$ cat src/rtl/mcp_sample_sched.sv
// Periodic conversion scheduler for the MCP SPI ADC temperature path: paces requests,
// boxcar-averages 2**AVG_LOG2 results, raises a hysteresis alarm and a sticky timeout error.
module mcp_sample_sched #(
    parameter int         SAMPLE_DIV = 500000,
    parameter int         AVG_LOG2   = 3,
    parameter logic [2:0] CHAN       = 3'd0,
    parameter logic [7:0] TH_HI      = 8'h25,
    parameter logic [7:0] TH_LO      = 8'h23,
    parameter int         TIMEOUT    = 4096
) (
    input  logic       clk,
    input  logic       rst,
    input  logic       en,
    output logic       conv_req,
    output logic [2:0] conv_ch,
    input  logic       conv_done,
    input  logic [7:0] conv_data,
    output logic [7:0] temp,
    output logic       temp_valid,
    output logic       alarm,
    output logic       err,
    input  logic       err_clr
);
    localparam int TCW = (SAMPLE_DIV > 2) ? $clog2(SAMPLE_DIV) : 1;
    localparam int TOW = (TIMEOUT > 2) ? $clog2(TIMEOUT) : 1;
    localparam int ACW = 8 + AVG_LOG2;
    localparam int SCW = AVG_LOG2 + 1;

    typedef enum logic [2:0] {
        IDLE      = 3'd0,
        WAIT_TICK = 3'd1,
        REQ       = 3'd2,
        WAIT_DONE = 3'd3,
        PUBLISH   = 3'd4
    } state_t;

    state_t         state_r, state_next_s;
    logic [TCW-1:0] tick_cnt_r;
    logic [TOW-1:0] tmo_cnt_r;
    logic [ACW-1:0] acc_r;
    logic [SCW-1:0] cnt_r;
    logic           conv_req_r, temp_valid_r, alarm_r, err_r;
    logic [7:0]     temp_r;
    logic           tick_s, take_s, timeout_s, last_s;
    logic [7:0]     avg_s;

    assign tick_s  = en & (tick_cnt_r == TCW'(SAMPLE_DIV - 1));
    assign last_s  = (cnt_r == SCW'((1 << AVG_LOG2) - 1));
    assign avg_s   = acc_r[AVG_LOG2 +: 8];

    assign conv_req   = conv_req_r;
    assign conv_ch    = CHAN;
    assign temp       = temp_r;
    assign temp_valid = temp_valid_r;
    assign alarm      = alarm_r;
    assign err        = err_r;

    // Free-running tick divider, held at zero while disabled
    always_ff @(posedge clk or posedge rst) begin
        if (rst) begin
            tick_cnt_r <= '0;
        end else if (!en || tick_s) begin
            tick_cnt_r <= '0;
        end else begin
            tick_cnt_r <= tick_cnt_r + 1'b1;
        end
    end

    // FSM state register
    always_ff @(posedge clk or posedge rst) begin
        if (rst) begin
            state_r <= IDLE;
        end else begin
            state_r <= state_next_s;
        end
    end

    // Next-state logic; a conv_done on the final timeout cycle still counts as a completion
    always_comb begin
        state_next_s = state_r;
        take_s       = 1'b0;
        timeout_s    = 1'b0;
        case (state_r)
            IDLE: begin
                if (en) state_next_s = WAIT_TICK;
                else    state_next_s = IDLE;
            end
            WAIT_TICK: begin
                if (!en)        state_next_s = IDLE;
                else if (tick_s) state_next_s = REQ;
                else            state_next_s = WAIT_TICK;
            end
            REQ: begin
                state_next_s = WAIT_DONE;
            end
            WAIT_DONE: begin
                if (conv_done) begin
                    take_s = 1'b1;
                    if (last_s)   state_next_s = PUBLISH;
                    else if (!en) state_next_s = IDLE;
                    else          state_next_s = WAIT_TICK;
                end else if (tmo_cnt_r == TOW'(TIMEOUT - 1)) begin
                    timeout_s = 1'b1;
                    if (en) state_next_s = WAIT_TICK;
                    else    state_next_s = IDLE;
                end else begin
                    state_next_s = WAIT_DONE;
                end
            end
            PUBLISH: begin
                if (en) state_next_s = WAIT_TICK;
                else    state_next_s = IDLE;
            end
            default: begin
                state_next_s = IDLE;
            end
        endcase
    end

    // Request handshake and transaction watchdog
    always_ff @(posedge clk or posedge rst) begin
        if (rst) begin
            conv_req_r <= 1'b0;
            tmo_cnt_r  <= '0;
        end else begin
            if (state_r == REQ)          conv_req_r <= 1'b1;
            else if (take_s || timeout_s) conv_req_r <= 1'b0;
            else                          conv_req_r <= conv_req_r;
            if (state_r == REQ)            tmo_cnt_r <= '0;
            else if (state_r == WAIT_DONE) tmo_cnt_r <= tmo_cnt_r + 1'b1;
            else                           tmo_cnt_r <= tmo_cnt_r;
        end
    end

    // Batch accumulator; any partial batch dies in IDLE or on a timeout
    always_ff @(posedge clk or posedge rst) begin
        if (rst) begin
            acc_r <= '0;
            cnt_r <= '0;
        end else if (state_r == IDLE || state_r == PUBLISH || timeout_s) begin
            acc_r <= '0;
            cnt_r <= '0;
        end else if (take_s) begin
            acc_r <= acc_r + ACW'(conv_data);
            cnt_r <= cnt_r + 1'b1;
        end else begin
            acc_r <= acc_r;
            cnt_r <= cnt_r;
        end
    end

    // Published result, hysteresis alarm and sticky error (set beats clear)
    always_ff @(posedge clk or posedge rst) begin
        if (rst) begin
            temp_r       <= 8'd0;
            temp_valid_r <= 1'b0;
            alarm_r      <= 1'b0;
            err_r        <= 1'b0;
        end else begin
            temp_valid_r <= (state_r == PUBLISH);
            if (state_r == PUBLISH) begin
                temp_r <= avg_s;
                if (avg_s > TH_HI)      alarm_r <= 1'b1;
                else if (avg_s < TH_LO) alarm_r <= 1'b0;
                else                    alarm_r <= alarm_r;
            end else begin
                temp_r  <= temp_r;
                alarm_r <= alarm_r;
            end
            if (timeout_s)    err_r <= 1'b1;
            else if (err_clr) err_r <= 1'b0;
            else              err_r <= err_r;
        end
    end
endmodule

$ cat config.mk
export PLATFORM = sky130hd
export DESIGN_NAME = mcp_sample_sched
export DESIGN_NICKNAME = d
export VERILOG_FILES = /design/src/rtl/mcp_sample_sched.sv
export SDC_FILE = /design/constraint.sdc
export NUM_CORES = 1
export LEC_CHECK = 0
export ABC_AREA = 1
export BUFFER_PORTS_ARGS = -buffer_cell sky130_fd_sc_hd__buf_4
export CAP_MARGIN = 30
export CORE_ASPECT_RATIO = 0.75
export CORE_MARGIN = 2
export CORE_UTILIZATION = 30
export CTS_CLUSTER_DIAMETER = 120
export DETAILED_ROUTE_END_ITERATION = 12
export PLACE_DENSITY_LB_ADDON = 0.05
export SETUP_SLACK_MARGIN = 0.15
export SLEW_MARGIN = 20
export SYNTH_ARGS = -nofsm -noshare
export SYNTH_HDL_FRONTEND = slang
export SYNTH_SLANG_ARGS = --single-unit
$ cat constraint.sdc
create_clock -name clk -period 1.94 [get_ports clk]
set_input_delay 0.194 -clock clk [delete_from_list [all_inputs] [get_ports clk]]
set_output_delay 0.194 -clock clk [all_outputs]
set_load 0.01 [all_outputs]
Word-level counts from Yosys, hierarchy flattened:

Index checks and enable logic that the tools add are counted.

* flip-flop bits (word level): 61
* output and inout port bits: 15

* $add $sub $neg: 4
* magnitude comparators: 2
* equality and inequality tests: 7
* mux-type cells: 25
* bitwise logic cells: 1
* reduce and logical (&&, ||, !) cells: 13

Operator list (number)
* 2-to-1 mux 12 bit: 2
* 2-to-1 mux 11 bit: 2
* adder 19 x 1 -> 19 bit, second input constant: 1
* == test 19 bit, second input constant: 1
* 2-to-1 mux 19 bit: 1
* adder 12 x 1 -> 12 bit, second input constant: 1
* == test 12 bit, second input constant: 1
* 2-to-1 mux 1 bit: 12
* one-hot mux 3 bit (4 select lines): 1
* adder 11 x 8 -> 11 bit: 1
* nonzero test 2 bit: 5
* 2-to-1 mux 3 bit: 3
* > comparator 8 x 6 -> 1 bit, second input constant: 1
* < comparator 8 x 6 -> 1 bit, second input constant: 1
* 2-to-1 mux 4 bit: 2
* == test 3 x 2 -> 1 bit, second input constant: 2
* adder 4 x 1 -> 4 bit, second input constant: 1
* == test 4 x 3 -> 1 bit, second input constant: 1
* logical OR 1 bit: 4
* 2-to-1 mux 2 bit: 2
* == test 3 x 1 -> 1 bit, second input constant: 1
* == test 3 bit, second input constant: 1
* logical NOT 3 bit: 1
* AND reduction 2 bit: 1
* 3 further kinds: 3

Logic depth before layout (Yosys ltp):

Gate-level depths: netlist of run 1.

* word-level depth: 7
* mapped depth: 11
* mapped depth without buffers: 11

Worst setup path before layout of run 1:

Ideal clock, no wire load.

* path type: reg-to-reg
* start point: register acc_r[0]
* end point: register acc_r[10]
* library setup time: 113 ps
* data arrival time: 1491 ps
* required time: 1827 ps
* setup slack: 336 ps
* cell stages (with the launch flop): 11
* path through: dfrtp_1 ha_1 fa_1 nand2_1 nand3_1 nand3_1 nand2_1 nand3_1 nand2_1 nand2_1 inv_1

* longest elaborated chain between the ends: 3

Ends and longest elaborated chain
* start, declared: RTL line 40 `logic [ACW-1:0] acc_r;`
* start signal, assigned: RTL line 144 `acc_r <= acc_r + ACW'(conv_data);`
* start signal, assigned: RTL line 147 `acc_r <= acc_r;`
* adder 11 x 8 -> 11 bit: RTL line 144
* 2-to-1 mux 11 bit: RTL line 143 `end else if (take_s) begin`
* 2-to-1 mux 11 bit: RTL line 140 `end else if (state_r == IDLE || state_r == PUBLISH || timeout_s) begin`

No other way between the ends. The select of a mux whose other input is x is not followed.
A chain may end at the register's enable or synchronous reset.

Final worst setup path of run 1:

* start point: register acc_r[0]
* end point: register acc_r[8]

Same word-level chain as after synthesis.

==> summary.txt, run 1 <==
Run status
  – Outcome: complete, no violations

Timing
  – Final min period: 1.66 ns
  – Fin. Hold Viols: 0
  – Setup ws final: 0.278 ns
  – Fmax: 602 MHz
  – RSZ-0062 raised after global routing: false
  – Setup Viol. Count Final: 0
  – Setup TNS: 0 ns
  – Fin crit share: 85.7%
  – Final Skew: about 0.006 ns
  – Final Slew Violations: 0

Synthesis
  – Syn Inst Count: 465
  – Async SR Flop Fraction: 100%
  – Synth cell types: 30
  – Yosys top cell area share: 44.2%
  – Post-Synth Simple-Gate Area: 37.0%
  – Synth warn: 0
  – Post-Syn Area: 3450 um^2
  – Synth Area in Compound Gates: 4.20%
  – Cell taking the most area after synthesis: dfrtp_1
  – Ys flop type: dfrtp_1
  – Syn Area/Cell: 7.43 um^2
  – Synth Area in XOR/XNOR: 3.04%
  – Register area share after synthesis: 44.2%
  – Post-synthesis adder-cell area fraction: 4.56%
  – Top-count cell post-synth: nand2_1
  – Largest family of logic cells by synthesized area: simple AND/OR/NAND/NOR gates
  – Commonest cells in the netlist: nand2_1 (149), nor2_1 (68), dfrtp_1 (61), inv_1 (43), nand3_1 (35)
  – Synth area leaders: dfrtp_1 (44%), nand2_1 (16%), nor2_1 (7.4%), nand3_1 (5.1%), inv_1 (4.7%)
  – Multiplexer area fraction after synthesis: 0%
  – Post-synth EDFFs: 0
  – Yosys reg bits: 61

Die
  – Core ar.: 11100 um^2
  – Die area: between 10000 and 15000 um^2
  – Ports: 28
  – Initial Utilization: 31.2%
  – Die height: between 90 and 100 um
  – Die X-Extent: 128 um
  – # rows: 33

Clocking
  – CTS tree: built
  – Depth of the CTS H-tree: 3
  – Root Buffer: clkbuf_16
  – Postcts setup bufs: 0
  – Clk sinks: 61
  – Total CTS buffers: 9
  – Clk slew on worst S/H paths: 0.05 ns
  – Worst-Skew Late Latency: 0.33 ns
  – CTS max path bufs: 2

Worst setup path
  – CP Data Required Time: approximately 2.2 ns
  – Worst path slowest cell: dfrtp_1
  – Crit path cell chain: ha_2 > fa_2 > nand2_1 > nand3_1 > nand3_1 > nand2_2 > nand2_1 > nand2_1 > a21oi_1
  – Max stage delay on crit path: 0.38 ns
  – FF-to-FF End: acc_r[8]
  – Critical path depth in cells: 9
  – CP Capture Point: acc_r[8]
  – WP data arrival: 1.92 ns
  – Critical path origin: acc_r[0]
  – Reg2reg path depth: 9
  – Most frequent CP cell: nand2_1
  – Worst path bufs/invs: 0
  – Worst r2r src: acc_r[0]
  – Crit-path max FO: 4
  – Startpoint Class: register
  – Family with the most delay on the worst path: adder cells
  – Crit end category: register
  – Worst Setup Path Type: reg -> reg
  – Flop2flop setup slack: 0.28 ns

GRT
  – Largest net degree at the start of global routing: 62
  – Overflow after GRT: 0
  – Grt met2 use: between 10% and 20%
  – GR Util met1: 21.2%
  – Vias in the first global route: 2735
  – GRT Resource Usage Total: 14.1%
  – Most crowded layer after global routing: met1
  – M3 GR Usage: 5.37%
  – Antenna violations before repair: 0
  – First-pass GRT wire length: 13700 um

Layout
  – Antenna diodes: 0
  – Area grow syn2layout: 20.8%
  – # nets final: 526
  – Post-route design area: 4170 um^2
  – Fillers: about 1200
  – Share of layout cells above drive strength 1: 14.6%

Place
  – Number of port buffers: 24
  – DP Worst Slack: 0.169 ns
  – Post-DP Area: 3820 um^2
  – Placer Congestion: a little under 0.8
  – HPWL after DPL: just under 6000 um

Route
  – Vias per cell: 4.54
  – Vias: 2936
  – DRC: 0
  – Initial drt markers: 115
  – Routed WL: ~8000 um
  – Pre-Repair DR Iteration Count: 4
  – Detail-routed net length per standard cell: 12.4 um
  – Post-route ant nets: 0

Pwr
  – Worst VDD drop: 387 uV
  – Pleak: ~0.0020 uW
  – PD cells: around 760 nW/um^2

Hold path
  – Hold Path Class: in -> reg

Run
  – Max Cap Viol: 0
[area by class of cell]
type | count | area, um^2 | area share (%)
clock buffers | 10 | 239 | 5.73
clock inverters | 6 | 86.3 | 2.07
inverters | 51 | 191 | 4.59
multi-input cells | 348 | 1710 | 41.1
flip-flops and latches | 61 | 1530 | 36.6
well taps | 140 | 175 | 4.20
repair buffers | 30 | 240 | 5.76
[state kept, by name, indices dropped and copies added (netlist names)]
signal      count
acc_r          11
alarm           1
cnt_r           4
conv_req        1
err             1
state_r         3
temp            8
temp_valid      1
tick_cnt_r     19
tmo_cnt_r      12
[report_power, final]
part | internal [uW] | total, uW | leakage, uW | switching (uW)
combinational | 48.9 | 149 | 0.00102 | 100
sequential | 1280 | 1290 | 0.000843 | 7.48
clock | 1160 | 1750 | 0.000158 | 596
[layout by cell type, fill, tap and decap left out, types with 3 or more instances in the layout]
cell type and n:
a21oi_1 10, buf_4 28, clkbuf_16 9, conb_1 3
dfrtp_1 61, ha_1 10, inv_1 42, inv_2 9
nand2_1 148, nand2_2 4, nand3_1 35, nand3b_1 5
nand4_1 8, nor2_1 66, nor2_2 5, nor2_4 4
nor3_1 13, o21ai_0 6, o21ai_1 5, xor2_1 12
[kinds of logic after synthesis]
family,count (synthesis)
and+or+nand+nor,295
DFF,61
buffers and inverters,58
AOI/OAI and AO/OA,26
xor gates and xnor gates,12
adders and majority gates,12
other,1
[timing repair]
action,4_1_cts,5_1_grt
pin swaps,0,1
endpoints found under the setup margin,1,21
hold endpoints to repair,61,0
hold buffers,1,0
gates resized for setup,1,5
[worst register-to-register path, cell delays in order (launching register included)]
cell	delay, ns
dfrtp_1	0.38
ha_2	0.21
fa_2	0.36
nand2_1	0.10
nand3_1	0.12
nand3_1	0.11
nand2_2	0.08
nand2_1	0.07
nand2_1	0.05
a21oi_1	0.12
[metal layers]
metal	up-vias	part of all wire [%]	routed length (um)
met5	-	0	0
met3	5	5.2	416
met2	55	39	3120
li1	1543	-	-
met1	1333	55	4430
met4	0	0.87	70
[worst min-delay path by stage]
stage | startpoint | to | slack [ns] | cells after the start
final | err_clr | err | 0.04 | 2
after global routing | err_clr | err | 0.04 | 2
after CTS | err_clr | err | 0.03 | 2
after detailed placement | rst | tick_cnt_r[17] | 0.30 | 3
after global placement | rst | acc_r[0] | 0.30 | 3
after floorplan | err_clr | err | 0.29 | 1
[metrics by stage]
| step | total power [uW] | utilization (%) | hold slack, ns | cells |
|---|---|---|---|---|
| 6_report | 3190 | 37.7 | 0.0382 | 646 |
| 5_1_grt | 3330 | 37.7 | 0.0423 | 646 |
| 4_1_cts | 3250 | 37.6 | 0.0298 | 646 |
| 3_5_place_dp | 1460 | 34.5 | 0.299 | 629 |
| 3_3_place_gp | 1460 | 34.5 | 0.300 | 629 |
| 2_1_floorplan | 1400 | - | 0.290 | 467 |
Note: power is estimated with default switching activity, not from simulation.
==> inputs of run 2 (changes only) <==
REMOVE_ABC_BUFFERS = 1   (was default)
==> run 2 against run 1 <==
Non-clock buffer count increased by 1. Worst setup slack got worse by 0.016 ns. Fmax decreased by 0.98%. Worst hold slack improved by 0.018 ns. Sequential share of layout area decreased by 0.42 points. Largest power group unchanged.
==> summary.txt, run 2 (synthesis results as in run 1) <==
Worst setup path
  – Critical path origin: acc_r[0]
  – CP Data Required Time: 2.16 ns (-0.03 ns)
  – WP data arrival: 1.90 ns (-0.02 ns)
  – Worst r2r src: acc_r[0]
  – Most frequent CP cell: nand2_1
  – Crit end category: register
  – Startpoint Class: register
  – Worst path bufs/invs: 1 (+1)
  – Max stage delay on crit path: 0.40 ns (+0.02 ns)
  – Worst Setup Path Type: reg -> reg
  – Family with the most delay on the worst path: adder cells
  – Crit-path max FO: 4 (unchanged)
  – Worst path slowest cell: fa_2
  – Crit path cell chain: ha_2 > fa_2 > nand2_1 > nand3_2 > nand3_1 > nand2_2 > nand3_1 > nand2_1 > nand2_1 > inv_1

Route
  – Detail-routed net length per standard cell: 12.5 um (+0.57%)
  – Pre-Repair DR Iteration Count: 4 (unchanged)
  – Initial drt markers: 218 (+90%)
  – DRC: 0 (unchanged)
  – Post-route ant nets: 0 (unchanged)
  – Vias: 2929 (-0.24%)
  – Vias per cell: 4.52 (-0.55%)
  – Routed WL: 8100 um (+0.88%)

Pwr
  – Logic pwr share: 4.5% (-0.2 points)
  – Worst VDD drop: 362 uV (-6.5%)
  – Pleak: 0.00205 uW (+1.2%)
  – Clock power share: 56.5% (+1.6 points)
  – Switching power: 694 uW (-1.3%)
  – Sequential group share of total power: 39.0% (-1.4 points)
  – Pint: 2620 uW (+5.3%)
  – PD cells: 784 nW/um^2 (+2.6%)
  – Switch share: 21.0% (-1.1 points)

Die
  – Die height: 96.9 um (unchanged)
  – Die area: 12400 um^2 (unchanged)
  – # rows: 33 (unchanged)
  – Ports: 28 (unchanged)
  – Die X-Extent: 128 um (unchanged)
  – Initial Utilization: 31.2% (unchanged)
  – Core ar.: 11100 um^2 (unchanged)

GRT
  – Largest net degree at the start of global routing: 44 (-29%)
  – Antenna violations before repair: 0 (unchanged)
  – First-pass GRT wire length: 13500 um (-1.3%)
  – Vias in the first global route: 2772 (+1.4%)
  – Overflow after GRT: 0 (unchanged)
  – GRT Resource Usage Total: 13.8% (-0.33 points)

Layout
  – # nets final: 528 (+0.38%)
  – Highest-count cells in the layout ignoring fill and taps: nand2_1 (148), nor2_1 (67), dfrtp_1 (61)
  – Commonest non-fill, non-tap cell in the layout: nand2_1
  – Post-route design area: 4220 um^2 (+1.2%)
  – Top flop regs: tick_cnt_r (19), tmo_cnt_r (12), acc_r (11)
  – Area grow syn2layout: 22.2%
  – Largest register FFs: 19 (unchanged)
  – Biggest register: tick_cnt_r
  – Layout Cells excl Fill: 648 (+0.31%)
  – Antenna diodes: 0 (unchanged)
  – Fillers: 1173 (+0.34%)
  – Share of layout cells above drive strength 1: 15.4% (+0.73 points)

Clocking
  – CTS tree: built
  – CTS max path bufs: 2 (unchanged)
  – Clk sinks: 61 (unchanged)
  – Clk slew on worst S/H paths: 0.06 ns (about the same)
  – Root Buffer: clkbuf_16
  – Depth of the CTS H-tree: 3 (unchanged)
  – Worst-Skew Late Latency: 0.33 ns (about the same)
  – Total CTS buffers: 9 (unchanged)

Place
  – DP Worst Slack: 0.161 ns (-0.00860 ns)
  – Placed insts: 629 (unchanged)
  – HPWL after DPL: 5850 um (-0.12%)
  – Placer Congestion: 0.790 (+1.2%)
  – Number of port buffers: 24 (unchanged)
  – Post-DP Area: 3820 um^2 (unchanged)

Timing
  – Setup ws final: 0.262 ns (-0.0165 ns)
  – RSZ-0062 raised after global routing: false
  – Fin. Hold Viols: 0 (unchanged)
  – Final min period: 1.68 ns (+0.0165 ns)
  – Fmax: 596 MHz (-0.98%)
  – Final Skew: 0.00943 ns (+0.00325 ns)
  – Setup TNS: 0 ns (unchanged)
  – Fin crit share: 86.5% (+0.85 points)
  – Final Slew Violations: 0 (unchanged)
  – Setup Viol. Count Final: 0 (unchanged)

Hold path
  – Min-delay src: err_clr
  – Hold Path Class: in -> reg

Run
  – Max Cap Viol: 0 (unchanged)

Run status
  – Outcome: complete, no violations
[run 2: through the flow]
stage | hold WS [ns] | power, uW | utilization [%]
final | 0.0559 | 3310 | 38.2
after global routing | 0.0424 | 3440 | 38.2
after CTS | 0.0390 | 3360 | 37.8
after detailed placement | 0.239 | 1460 | 34.5
after global placement | 0.238 | 1460 | 34.5
after floorplan | 0.290 | 1400 | -
[run 2: cell type report]
type	count	area, um^2	share of cell area (%)
sequential	61	1530	36.2
clock inverter	6	110	2.61
clock buffer	10	239	5.66
multi-input combinational	349	1730	41.0
tap	140	175	4.15
timing repair buffer	31	248	5.87
inverter	51	191	4.53
[run 2: path summary, 6_finish.rpt]
path | to | slack [ns] | cells past startpoint
worst max-delay path | acc_r[10] | 0.26 | 10
worst min-delay path | err | 0.06 | 2
worst max register to register | acc_r[10] | 0.26 | 10
worst min register to register | temp[0] | 0.47 | 2
max in group asynchronous | cnt_r[2] | 0.92 | 4
min in group asynchronous | acc_r[2] | 0.43 | 3
[run 2: power groups by stage]
stage	Sequential [uW]	Combinational, uW	Clock [uW]
final	1290	149	1870
after global routing	1290	172	1980
after CTS	1290	151	1920
after detailed placement	1310	148	0
after global placement	1310	152	0
after floorplan	1310	87.4	0
[run 2: per-layer routing]
metal / share of wire, % / GRT usage, %
met5: 0 / 0
met1: 57 / 21.5
met4: 0.96 / 4.23
met2: 38 / 18.1
met3: 3.7 / 3.60
[run 2: what timing repair did]
item                       CTS  global route
resized for setup            1             7
hold buffers                 1             0
hold endpoints to repair    18             0
buffers inserted             0             1
pin swaps                    0             2
setup endpoints to repair    2            21
cloned                       0             1
==> inputs of run 3 (changes only) <==
--- a/config.mk
+++ b/config.mk
@@ -10,3 +10,3 @@
 export CAP_MARGIN = 30
-export CORE_ASPECT_RATIO = 0.75
+export CORE_ASPECT_RATIO = 0.5
 export CORE_MARGIN = 2
@@ -17,3 +17,3 @@
 export REMOVE_ABC_BUFFERS = 1
-export SETUP_SLACK_MARGIN = 0.15
+export SETUP_SLACK_MARGIN = 0.4
 export SLEW_MARGIN = 20
==> constraint.sdc (replaced) <==
create_clock -name clk -period 1.94 [get_ports clk]
set_input_delay 0.097 -clock clk [delete_from_list [all_inputs] [get_ports clk]]
set_output_delay 0.097 -clock clk [all_outputs]
set_load 0.01 [all_outputs]
==> run 3 against run 2 <==
Design area rose by 8.7%. Combinational power rose by 33%. Global-route usage rose by 1.2 points. Worst setup slack improved by 0.094 ns. Clock skew fell by 0.0040 ns. Utilization rose by 3.2 points. Register-to-register slack improved by 0.09 ns. Sequential share of layout area fell by 2.9 points. Critical path depth fell by 1. First-iteration DRC count fell by 32%. Non-clock buffer count rose by 21.
==> summary.txt, run 3 (synthesis results as in run 1) <==
Die
  – Die X-Extent: 156 um (+22%)
  – Die area: 12400 um^2 (+0.35%)
  – # rows: 27 (-18%)
  – Initial Utilization: 31.1% (-0.14 points)
  – Die height: 79.9 um (-18%)
  – Core ar.: 11100 um^2 (+0.44%)
  – Ports: 28 (unchanged)

Pwr
  – Design Power: 3150 uW (-5.0%)
  – Switch share: 22.0% (+1.0 points)
  – PD cells: 685 nW/um^2 (-13%)
  – Pleak: 0.00221 uW (+7.9%)
  – Switching power: 692 uW (-0.41%)
  – Sequential group share of total power: 41.0% (+2.0 points)
  – Pint: 2460 uW (-6.2%)
  – Logic pwr share: 6.3% (+1.8 points)
  – Worst VDD drop: 371 uV (+2.4%)
  – Clock power share: 52.7% (-3.8 points)

Route
  – Top routing layer in use: met4
  – DRC: 0 (unchanged)
  – Vias: 3072 (+4.9%)
  – Detail-routed net length per standard cell: 12.5 um (about the same)
  – Metal3 WL: 298 um (-1.0%)
  – Routed WL: 8430 um (+4.0%)
  – Vias per cell: 4.56 (+0.84%)
  – Post-route ant nets: 0 (unchanged)
  – Metal-1 WL: 4310 um (-7.1%)
  – Met2 WL post-DR: 3760 um (+22%)
  – Initial drt markers: 149 (-32%)
  – Pre-Repair DR Iteration Count: 5 (+1)

Clocking
  – Depth of the CTS H-tree: 3 (unchanged)
  – CTS tree: built
  – Root Buffer: clkbuf_16
  – Worst-Skew Late Latency: 0.33 ns (about the same)
  – Clk sinks: 61 (unchanged)
  – Clk slew on worst S/H paths: 0.05 ns (about the same)
  – Total CTS buffers: 9 (unchanged)
  – CTS max path bufs: 2 (unchanged)

Timing
  – WHS: 0.0956 ns (+0.0397 ns)
  – Setup Viol. Count Final: 0 (unchanged)
  – RSZ-0062 raised after global routing: true
  – Setup TNS: 0 ns (unchanged)
  – Fmax: 631 MHz (+5.9%)
  – Fin crit share: 81.7% (-4.8 points)
  – Final Skew: 0.00545 ns (-0.00398 ns)
  – Final min period: 1.58 ns (-0.0940 ns)
  – Final Slew Violations: 0 (unchanged)
  – Fin. Hold Viols: 0 (unchanged)

GRT
  – GRT Resource Usage Total: 15.0% (+1.2 points)
  – Largest net degree at the start of global routing: 45 (+2.3%)
  – Vias in the first global route: 2978 (+7.4%)
  – Antenna violations before repair: 0 (unchanged)
  – First-pass GRT wire length: 14600 um (+7.7%)
  – Overflow after GRT: 0 (unchanged)

Worst setup path
  – CP Data Required Time: 2.19 ns (+0.03 ns)
  – Max stage delay on crit path: 0.37 ns (-0.03 ns)
  – Crit-path max FO: 4 (unchanged)
  – Worst Setup Path Type: reg -> reg
  – Worst path slowest cell: dfrtp_1
  – Crit path cell chain: ha_2 > fa_2 > nand2_2 > nand3_2 > nand3_2 > nand2_4 > nand2_1 > nand2_1 > a21oi_2
  – WP data arrival: 1.84 ns (-0.06 ns)
  – Startpoint Class: register
  – Crit end category: register

Layout
  – Antenna diodes: 0 (unchanged)
  – Share of layout cells above drive strength 1: 23.6% (+8.3 points)
  – Largest register FFs: 19 (unchanged)
  – Reg area: 1530 um^2 (+0.16%)
  – Commonest non-fill, non-tap cell in the layout: nand2_1
  – Top flop regs: tick_cnt_r (19), tmo_cnt_r (12), acc_r (11)
  – Fillers: 1143 (-2.6%)
  – Biggest register: tick_cnt_r
  – Area grow syn2layout: 32.9%
  – # nets final: 549 (+4.0%)
  – Highest-count cells in the layout ignoring fill and taps: nand2_1 (143), nor2_1 (63), dfrtp_1 (59)
  – Footprint of the multi-input gates: 1940 um^2 (+12%)

Place
  – HPWL after DPL: 5880 um (+0.54%)
  – Placer Congestion: 0.803 (+1.6%)
  – Number of port buffers: 24 (unchanged)

Hold path
  – Hold Path Class: in -> reg

Run status
  – Outcome: complete, no violations

Run
  – Max Cap Viol: 0 (unchanged)
run 3: cell count changes in the layout (fill, tap and decap cells not counted), sizes merged:
cell / change
buf: +20
bufinv: -2
clkbuf: +2
clkinv: +2
clkinvlp: -2
dlygate4sd3: +1
run 3: metal layers:
| layer | up-vias | track usage (%) |
|---|---|---|
| li1 | 1594 | - |
| met1 | 1411 | 20.2 |
| met2 | 60 | 23.5 |
| met3 | 7 | 4.02 |
| met4 | 0 | 4.50 |
| met5 | - | 0 |
run 3: area by class of cell:
type,count,share of cell area (%)
Sequential cell,61,33.3
Timing Repair Buffer,52,9.51
Clock inverter,4,0.981
Inverter,51,4.22
Clock buffer,12,5.81
Multi-Input combinational cell,349,42.2
Tap cell,145,3.95
run 3: stage by stage:
stage	util [%]	setup WS, ns	instance area, um^2	instances
CTS	38.3	0.347	4260	653
detailed placement	34.4	0.192	3830	634
floorplan	-	0.330	3410	460
global route	41.3	0.228	4590	674
global placement	34.4	0.213	3830	634
finish	41.3	0.356	4590	674
run 3: worst paths after layout:
check / startpoint / to / slack, ns / depth (start not counted)
setup / recovery: acc_r[0] / acc_r[8] / 0.36 / 9
hold / removal: en / state_r[0] / 0.1 / 3
setup reg to reg: acc_r[0] / acc_r[8] / 0.36 / 9
hold reg to reg: temp[6] / temp[6] / 0.47 / 2
max in group asynchronous: rst / acc_r[3] / 0.99 / 4
min in group asynchronous: rst / tick_cnt_r[0] / 0.34 / 3
run 3: repair_timing:
item	in CTS	in global routing
gates cloned	1	0
setup buffers	0	21
pin swaps	2	9
endpoints found under the hold margin	18	0
resized for setup	18	36
endpoints found under the setup margin	32	40
hold buffers	2	0
run 3: power groups by stage:
| stage | Combinational, uW | Clock [uW] | Sequential [uW] |
|---|---|---|---|
| final | 198 | 1660 | 1290 |
| after CTS | 165 | 1720 | 1290 |
| after detailed placement | 150 | 0 | 1310 |
| after floorplan | 87.4 | 0 | 1310 |
| after global placement | 153 | 0 | 1310 |
| after global routing | 221 | 1780 | 1290 |
run 3: critical path, delay by kind of cell (launching register included):
family	cells	cell delay (ns)
AO/OA/AOI/OAI	1	0.12
flip-flops	1	0.37
AND/OR/NAND/NOR	6	0.48
adder cells (fa/ha/maj)	2	0.56
